===== src/rtl/traffic_pkg.sv =====
// Shared types and constants for the two-road traffic light controller:
// lamp encodings, the state enum with its debug codes, and the lamp decoder.
package traffic_pkg;

    localparam int LAMP_W = 3;

    typedef logic [LAMP_W-1:0] lamp_t;

    // Lamp vectors are {red, yellow, green}.
    localparam lamp_t RED = 3'b100;
    localparam lamp_t YEL = 3'b010;
    localparam lamp_t GRN = 3'b001;
    localparam lamp_t OFF = 3'b000;

    typedef enum logic [2:0] {
        ALLRED_BA = 3'd0,
        A_GREEN   = 3'd1,
        A_YEL     = 3'd2,
        ALLRED_AB = 3'd3,
        B_GREEN   = 3'd4,
        B_YEL     = 3'd5,
        PED_WALK  = 3'd6,
        FLASH     = 3'd7
    } state_t;

    typedef struct packed {
        lamp_t a;
        lamp_t b;
        logic  walk;
    } lamps_t;

    function automatic lamps_t decode_lamps(state_t s, logic flash_ph);
        lamps_t l;
        l.a    = RED;
        l.b    = RED;
        l.walk = 1'b0;
        case (s)
            A_GREEN:  l.a = GRN;
            A_YEL:    l.a = YEL;
            B_GREEN:  l.b = GRN;
            B_YEL:    l.b = YEL;
            PED_WALK: l.walk = 1'b1;
            FLASH: begin
                l.a = flash_ph ? YEL : OFF;
                l.b = flash_ph ? RED : OFF;
            end
            default: ;
        endcase
        return l;
    endfunction

endpackage


===== src/rtl/traffic_light_ctrl_if.sv =====
// Sensor/request inputs and lamp outputs of one intersection controller.
// The controller takes the slave view; whoever drives the sensors takes master.
interface traffic_light_ctrl_if;

    logic                 tick_en;
    logic                 car_b;
    logic                 ped_req;
    logic                 night;
    traffic_pkg::lamp_t   lightA;
    traffic_pkg::lamp_t   lightB;
    logic                 walk;
    logic [2:0]           state_o;

    modport master (
        output tick_en, car_b, ped_req, night,
        input  lightA, lightB, walk, state_o
    );

    modport slave (
        input  tick_en, car_b, ped_req, night,
        output lightA, lightB, walk, state_o
    );

endinterface


===== src/rtl/phase_timer.sv =====
// Tick-driven phase counter: clears on request, advances on tick_en and
// saturates at limit-1; expire marks the tick that completes the phase.
module phase_timer #(
    parameter int CNT_W = 8
) (
    input  logic             clk,
    input  logic             reset,
    input  logic             clr,
    input  logic             tick_en,
    input  logic [CNT_W-1:0] limit,
    output logic             expire,
    output logic             sat
);

    logic [CNT_W-1:0] cnt;
    logic [CNT_W-1:0] last;

    assign last   = limit - CNT_W'(1);
    // >= keeps the counter parked even if limit shrinks under it.
    assign sat    = (cnt >= last);
    assign expire = tick_en && sat;

    // NOTE: sequential state uses non-blocking assignments so every flop samples pre-edge values.
    always_ff @(posedge clk or negedge reset) begin
        if (!reset) begin
            cnt <= '0;
        end else if (clr) begin
            cnt <= '0;
        end else if (tick_en && !sat) begin
            cnt <= cnt + CNT_W'(1);
        end
    end

endmodule


===== src/rtl/traffic_light_ctrl.sv =====
// Two-road intersection controller with timed phases, side-road sensing,
// latched pedestrian requests with an all-red walk phase, and night flashing.
module traffic_light_ctrl
    import traffic_pkg::*;
#(
    parameter int CNT_W    = 8,
    parameter int T_GREEN  = 20,
    parameter int T_YELLOW = 4,
    parameter int T_ALLRED = 2,
    parameter int T_WALK   = 10,
    parameter int T_FLASH  = 5
) (
    input  logic                 clk,
    input  logic                 reset,
    traffic_light_ctrl_if.slave  bus
);

    localparam longint T_MAX = (longint'(1) << CNT_W) - 1;

    if (T_GREEN  < 1 || T_GREEN  > T_MAX ||
        T_YELLOW < 1 || T_YELLOW > T_MAX ||
        T_ALLRED < 1 || T_ALLRED > T_MAX ||
        T_WALK   < 1 || T_WALK   > T_MAX ||
        T_FLASH  < 1 || T_FLASH  > T_MAX) begin : g_bad_timing
        $error("traffic_light_ctrl: every T_* must lie in 1 .. 2**CNT_W-1");
    end

    state_t           state_q;
    state_t           state_d;
    logic [CNT_W-1:0] limit;
    logic             expire;
    logic             sat;
    logic             clr;
    logic             ped_pend;
    logic             nxt_b;
    logic             flash_ph;
    logic             flash_ph_d;
    lamps_t           lamps_d;
    lamps_t           lamps_q;

    always_comb begin
        limit = CNT_W'(T_ALLRED);
        case (state_q)
            A_GREEN, B_GREEN: limit = CNT_W'(T_GREEN);
            A_YEL, B_YEL:     limit = CNT_W'(T_YELLOW);
            PED_WALK:         limit = CNT_W'(T_WALK);
            FLASH:            limit = CNT_W'(T_FLASH);
            default:          ;
        endcase
    end

    // FLASH restarts the count at each half-period boundary while staying put.
    assign clr = (state_d != state_q) || ((state_q == FLASH) && expire);

    phase_timer #(.CNT_W(CNT_W)) u_timer (
        .clk     (clk),
        .reset   (reset),
        .clr     (clr),
        .tick_en (bus.tick_en),
        .limit   (limit),
        .expire  (expire),
        .sat     (sat)
    );

    always_ff @(posedge clk or negedge reset) begin
        if (!reset) state_q <= ALLRED_BA;
        else        state_q <= state_d;
    end

    // NOTE: state_d gets a default before the case so no path infers a latch.
    always_comb begin
        state_d = state_q;
        case (state_q)
            ALLRED_BA, ALLRED_AB: begin
                if (expire) begin
                    if (bus.night)               state_d = FLASH;
                    else if (ped_pend)           state_d = PED_WALK;
                    else if (state_q == ALLRED_AB) state_d = B_GREEN;
                    else                         state_d = A_GREEN;
                end
            end
            A_GREEN: begin
                if (bus.tick_en && sat && (bus.car_b || ped_pend || bus.night))
                    state_d = A_YEL;
            end
            A_YEL:    if (expire) state_d = ALLRED_AB;
            B_GREEN:  if (expire) state_d = B_YEL;
            B_YEL:    if (expire) state_d = ALLRED_BA;
            PED_WALK: if (expire) state_d = nxt_b ? B_GREEN : A_GREEN;
            FLASH:    if (expire && !bus.night) state_d = ALLRED_BA;
            default:  state_d = ALLRED_BA;
        endcase
    end

    // Each FLASH visit starts on the lit half-period.
    always_comb begin
        flash_ph_d = flash_ph;
        if (state_d == FLASH && state_q != FLASH) flash_ph_d = 1'b1;
        else if (state_q == FLASH && expire)      flash_ph_d = ~flash_ph;
    end

    always_ff @(posedge clk or negedge reset) begin
        if (!reset) flash_ph <= 1'b1;
        else        flash_ph <= flash_ph_d;
    end

    // Requests arriving on the entry edge or during the walk are absorbed.
    always_ff @(posedge clk or negedge reset) begin
        if (!reset) begin
            ped_pend <= 1'b0;
        end else if (state_d == PED_WALK || state_q == PED_WALK) begin
            ped_pend <= 1'b0;
        end else if (bus.ped_req) begin
            ped_pend <= 1'b1;
        end
    end

    always_ff @(posedge clk or negedge reset) begin
        if (!reset) begin
            nxt_b <= 1'b0;
        end else if (state_d == PED_WALK && state_q != PED_WALK) begin
            nxt_b <= (state_q == ALLRED_AB);
        end
    end

    // Lamps decode the next state so the registered outputs line up with state_q.
    always_comb begin
        lamps_d = decode_lamps(state_d, flash_ph_d);
    end

    always_ff @(posedge clk or negedge reset) begin
        if (!reset) begin
            lamps_q.a    <= RED;
            lamps_q.b    <= RED;
            lamps_q.walk <= 1'b0;
        end else begin
            lamps_q <= lamps_d;
        end
    end

    assign bus.lightA  = lamps_q.a;
    assign bus.lightB  = lamps_q.b;
    assign bus.walk    = lamps_q.walk;
    assign bus.state_o = state_q;

    a_never_both_go: assert property (@(posedge clk) disable iff (!reset)
        (state_q == FLASH) || (lamps_q.a == RED) || (lamps_q.b == RED));

    a_walk_all_red: assert property (@(posedge clk) disable iff (!reset)
        !lamps_q.walk || ((lamps_q.a == RED) && (lamps_q.b == RED)));

endmodule


===== src/flat_wrapper.sv =====
// flat-port wrapper written by rule: the top's interface ports become plain ports
module traffic_light_ctrl_flat import traffic_pkg::*;
#(
    parameter int CNT_W    = 8,
    parameter int T_GREEN  = 20,
    parameter int T_YELLOW = 4,
    parameter int T_ALLRED = 2,
    parameter int T_WALK   = 10,
    parameter int T_FLASH  = 5
)
  (clk, reset, bus_tick_en, bus_car_b, bus_ped_req, bus_night, bus_lightA, bus_lightB, bus_walk, bus_state_o);
  traffic_light_ctrl_if bus_i ();
  input  logic clk;
  input  logic reset;
  input wire logic [$bits(bus_i.tick_en)-1:0] bus_tick_en;
  input wire logic [$bits(bus_i.car_b)-1:0] bus_car_b;
  input wire logic [$bits(bus_i.ped_req)-1:0] bus_ped_req;
  input wire logic [$bits(bus_i.night)-1:0] bus_night;
  output wire logic [$bits(bus_i.lightA)-1:0] bus_lightA;
  output wire logic [$bits(bus_i.lightB)-1:0] bus_lightB;
  output wire logic [$bits(bus_i.walk)-1:0] bus_walk;
  output wire logic [$bits(bus_i.state_o)-1:0] bus_state_o;
  assign bus_i.tick_en = bus_tick_en;
  assign bus_i.car_b = bus_car_b;
  assign bus_i.ped_req = bus_ped_req;
  assign bus_i.night = bus_night;
  assign bus_lightA = bus_i.lightA;
  assign bus_lightB = bus_i.lightB;
  assign bus_walk = bus_i.walk;
  assign bus_state_o = bus_i.state_o;
  traffic_light_ctrl #(.CNT_W(CNT_W), .T_GREEN(T_GREEN), .T_YELLOW(T_YELLOW), .T_ALLRED(T_ALLRED), .T_WALK(T_WALK), .T_FLASH(T_FLASH)) u_core (.clk(clk), .reset(reset), .bus(bus_i));
endmodule

===== config.mk =====
export PLATFORM = sky130hd
export DESIGN_NAME = traffic_light_ctrl_flat
export DESIGN_NICKNAME = d
export VERILOG_FILES = /design/src/rtl/traffic_pkg.sv /design/src/rtl/traffic_light_ctrl_if.sv /design/src/rtl/phase_timer.sv /design/src/rtl/traffic_light_ctrl.sv /design/src/flat_wrapper.sv
export SDC_FILE = /design/constraint.sdc
export NUM_CORES = 1
export LEC_CHECK = 0
export ABC_AREA = 1
export BUFFER_PORTS_ARGS = -buffer_cell sky130_fd_sc_hd__buf_2
export CAP_MARGIN = 20
export CORE_MARGIN = 3
export CORE_UTILIZATION = 30
export CTS_CLUSTER_DIAMETER = 40
export DETAILED_ROUTE_END_ITERATION = 10
export GPL_ROUTABILITY_DRIVEN = 0
export PLACE_DENSITY = 0.55
export SLEW_MARGIN = 10
export SYNTH_ARGS = -nofsm -noshare
export SYNTH_HDL_FRONTEND = slang
export SYNTH_SLANG_ARGS = --single-unit
export TNS_END_PERCENT = 10

===== constraint.sdc =====
create_clock -name clk -period 8.2 [get_ports clk]
set_clock_uncertainty 0.05 [all_clocks]
set_input_delay 1.64 -clock clk [delete_from_list [all_inputs] [get_ports clk]]
set_output_delay 1.64 -clock clk [all_outputs]
set_load 0.01 [all_outputs]

==> impl_metrics.toml <==
[setup_path]
arrival_ns = 3.64
worstPathMaxFanout = 9
cp_top_family = "simple AND/OR/NAND/NOR gates"
worst_setup_path_end_kind = "register"
startpoint_type = "register"
r2r_end = "u_core.nxt_b$_DFFE_PN0P_"
cp.required_ns = 8.29
r2r_setup_slack_ns = 4.66
path_cells = "inv_1 -> nor3_2 -> inv_1 -> ha_1 -> xnor2_1 -> inv_1 -> ha_1 -> nand2_1 -> nor2_1 -> nor2_1 -> nand2_1 -> nand2_2 -> nand2_4 -> nand2_4 -> nand2_2 -> nand2_2 -> a21oi_4 -> nand3_4 -> nor2_2 -> nand2_1 -> nand2_1 -> nand3_1"
r2r_cells = 22
crit_slowest_cell = "dfrtp_1"
r2r-start = "u_core.bus.state_o[2]$_DFF_PN0_"
cp_slowest_stage_delay_ns = 0.61
path_class = "reg -> reg"
cpMostUsedCell = "nand2_1"
path_buf_inv = 3

[hold_path]
hold_start = "u_core.nxt_b$_DFFE_PN0P_"
hold_path_class = "reg -> reg"
min_to = "u_core.nxt_b$_DFFE_PN0P_"
min_path_cells = 2

[job]
maxCapViolations = 0

[clocking]
htree_levels = 1
ctsResizeCount = 0
clock-sinks = 21
ctsRootBufferMaster = "clkbuf_8"
cts.path.max_buffers = 2
cts_buffers = 3
clk_latency_ns = 0.26
clk_pin_slew_ns = 0.08
postCtsHoldBufs = 0
cts_tree = "done"
post_cts_buffers = 0

[routing]
wl_per_cell_um = 11.5
drt_wl_total_mm = 3.07
drc_errors = 0
antenna_left = 0
first_iter_violations = 60
vias = 1192
dr.pass1.iters = 4
viasPerCell = 4.45

[global_route]
grt_usage = 0.114
gr-total-overflow = 0
grt_max_degree = 22
grt_pass1_vias = 1228
grt_pass1_wl_mm = 5.69
antenna_found_initial = 0
top_usage_layer = "met2"
met2_usage = 0.171
use_met3 = 0.0138
use_met1 = 0.170

[power_and_ir_drop]
p_seq_frac = 0.257
p_comb_frac = 0.637
p_sw_mw = 0.330
p_sw_frac = 0.518
cellPowerDensity_nw_per_um2 = 362
p_int_mw = 0.307
cellLeakagePower_nw = 0.850
max-vdd-ir-drop_mv = 0.120
power_mw = 0.637
p_clk_frac = 0.106

[timing]
hold_violations = 0
tightest_slew_ns = 0.500
setup_violations = 0
finalSetupTns_ns = 0
fin_ws_ns = 4.66
fmax_mhz = 282
finalMaxSlewViolations = 0
maxSlewHeadroom = 0.664
fin_crit_sh = 0.432
holdWs_ns = 0.502
rsz0062_at_grt = "no"
period_needed_ns = 3.54

[logic_synthesis]
syn_area_um2 = 1560
avgSynthCellArea_um2 = 8.61
ys_types = 35
synth-seq-area-share = 0.339
yosysWarnings = 0
netlist_instances = 181
ys_ff_latch = 21

[die]
fp.dieW_um = 78.1
dieArea_um2 = 6100
fp.coreArea_um2 = 4880
die_h_um = 78.1
start_util = 0.319
fp-row-count = 25
io_pins = 16

[place]
dp.cells = 264
hpwl_mm = 2.45
placed_area_um2 = 1710
io_buffer_count = 15
dp_slack_ns = 4.66

[outcome]
status = "finished clean"

[cells_and_area]
drive_above_1_share = 0.328
instances_no_fill = 268
diodes = 0
layout.nets = 218
fin_area_um2 = 1760
areaGrowthSynthToFinish_pct = 12.9
postLayoutCoreUtil = 0.361
## worst max-delay path by stage
stage                     cells past startpoint  slack (ns)                            start                                 to
after global placement                       21        4.65  u_core.bus.state_o[2]$_DFF_PN0_  u_core.u_timer.cnt[1]$_DFFE_PN0P_
final                                        22        4.66  u_core.bus.state_o[2]$_DFF_PN0_           u_core.nxt_b$_DFFE_PN0P_
after detailed placement                     22        4.66  u_core.bus.state_o[2]$_DFF_PN0_           u_core.nxt_b$_DFFE_PN0P_
after global routing                         22        4.22  u_core.bus.state_o[2]$_DFF_PN0_           u_core.nxt_b$_DFFE_PN0P_
after CTS                                    22        4.65  u_core.bus.state_o[2]$_DFF_PN0_           u_core.nxt_b$_DFFE_PN0P_
after floorplan                              26        5.10  u_core.bus.state_o[1]$_DFF_PN0_           u_core.nxt_b$_DFFE_PN0P_
## final cells by class
cell class	instances	area, um^2
inverter	27	101
fill	533	3120
sequential	21	529
tap	67	83.8
clock buffer	3	41.3
timing repair buffer	15	75.1
clock inverter	1	5.00
multi-input combinational	134	925
## power groups by stage
stage	Clock [mW]	Sequential [mW]	Combinational [mW]
2_1_floorplan	0	0.168	0.320
3_3_place_gp	0	0.166	0.410
3_5_place_dp	0	0.165	0.409
4_1_cts	0.0703	0.164	0.411
5_1_grt	0.0760	0.168	0.458
6_report	0.0673	0.164	0.406
## state kept, by name, indices dropped and copies added, names as in the netlist
name                count
u_core.u_timer.cnt      8
u_core.bus.lightA       3
u_core.bus.lightB       3
u_core.bus.state_o      3
u_core.bus.walk         1
u_core.flash_ph         1
u_core.nxt_b            1
u_core.ped_pend         1
## worst min-delay path, cell delays in order, from the launching register on
cell,delay (ns)
dfrtp_1,0.39
nand2_1,0.07
nand3_1,0.06
## per-layer routing
metal / part of all wire / wire length, um
met2: 0.44 / 1350
met5: 0 / 0
met3: 0.028 / 86
met4: 0.0078 / 24
met1: 0.53 / 1610
## placed cells by master (no fill, tap or decap), types with 2 or more instances in the layout
master / n
xor2_1: 6
nor2_2: 6
nand2_2: 8
conb_1: 3
nand2_1: 30
nand3_1: 14
nor3_2: 10
nor2_1: 13
xnor2_1: 3
nor3_1: 3
dfstp_2: 3
inv_2: 6
inv_1: 21
buf_2: 15
a21oi_1: 2
clkbuf_8: 3
ha_1: 10
dfrtp_1: 18
nand3_4: 3
nand2_4: 2
nor2_4: 3
nand4_1: 4
## cell usage after synthesis
cell / number / area share
nand2_1: 30 / 0.072
a211oi_1: 1 / 0.0048
dfrtp_1: 18 / 0.29
o21ai_1: 1 / 0.0032
inv_1: 21 / 0.051
mux2i_1: 1 / 0.0064
a31oi_1: 1 / 0.0040
nor3_1: 3 / 0.0096
nor2_4: 3 / 0.022
buf_6: 1 / 0.0072
nor3_2: 10 / 0.064
ha_1: 10 / 0.080
a21oi_2: 1 / 0.0056
or2_2: 1 / 0.0040
o21bai_1: 1 / 0.0048
a21o_1: 1 / 0.0048
nor3_4: 1 / 0.010
nand3_1: 14 / 0.045
nand2_2: 8 / 0.032
inv_2: 6 / 0.014
nand2_4: 2 / 0.014
dfstp_2: 3 / 0.051
nand4_1: 4 / 0.016
nor2_1: 13 / 0.031
o2111ai_1: 1 / 0.0056
nand3_2: 1 / 0.0064
conb_1: 1 / 0.0024
nand3_4: 3 / 0.034
xnor2_1: 3 / 0.017
o21ai_0: 1 / 0.0032
o21ai_4: 1 / 0.010
a21oi_1: 2 / 0.0064
a21oi_4: 1 / 0.010
nor2_2: 6 / 0.024
xor2_1: 6 / 0.034
## cells by family (layout without fill, tap and decap cells)
| family | Yosys count | count (layout) | share of synthesized area |
|---|---|---|---|
| simple gates | 99 | 99 | 0.385 |
| fa+ha+maj | 10 | 10 | 0.0803 |
| compound gates | 12 | 12 | 0.0634 |
| xor+xnor | 9 | 9 | 0.0506 |
| flops | 21 | 21 | 0.339 |
| mux | 1 | 1 | 0.00642 |
| buf+inv | 28 | 46 | 0.0722 |
| other cells | 1 | 3 | 0.00241 |
Power figures use the tool's default switching activity.
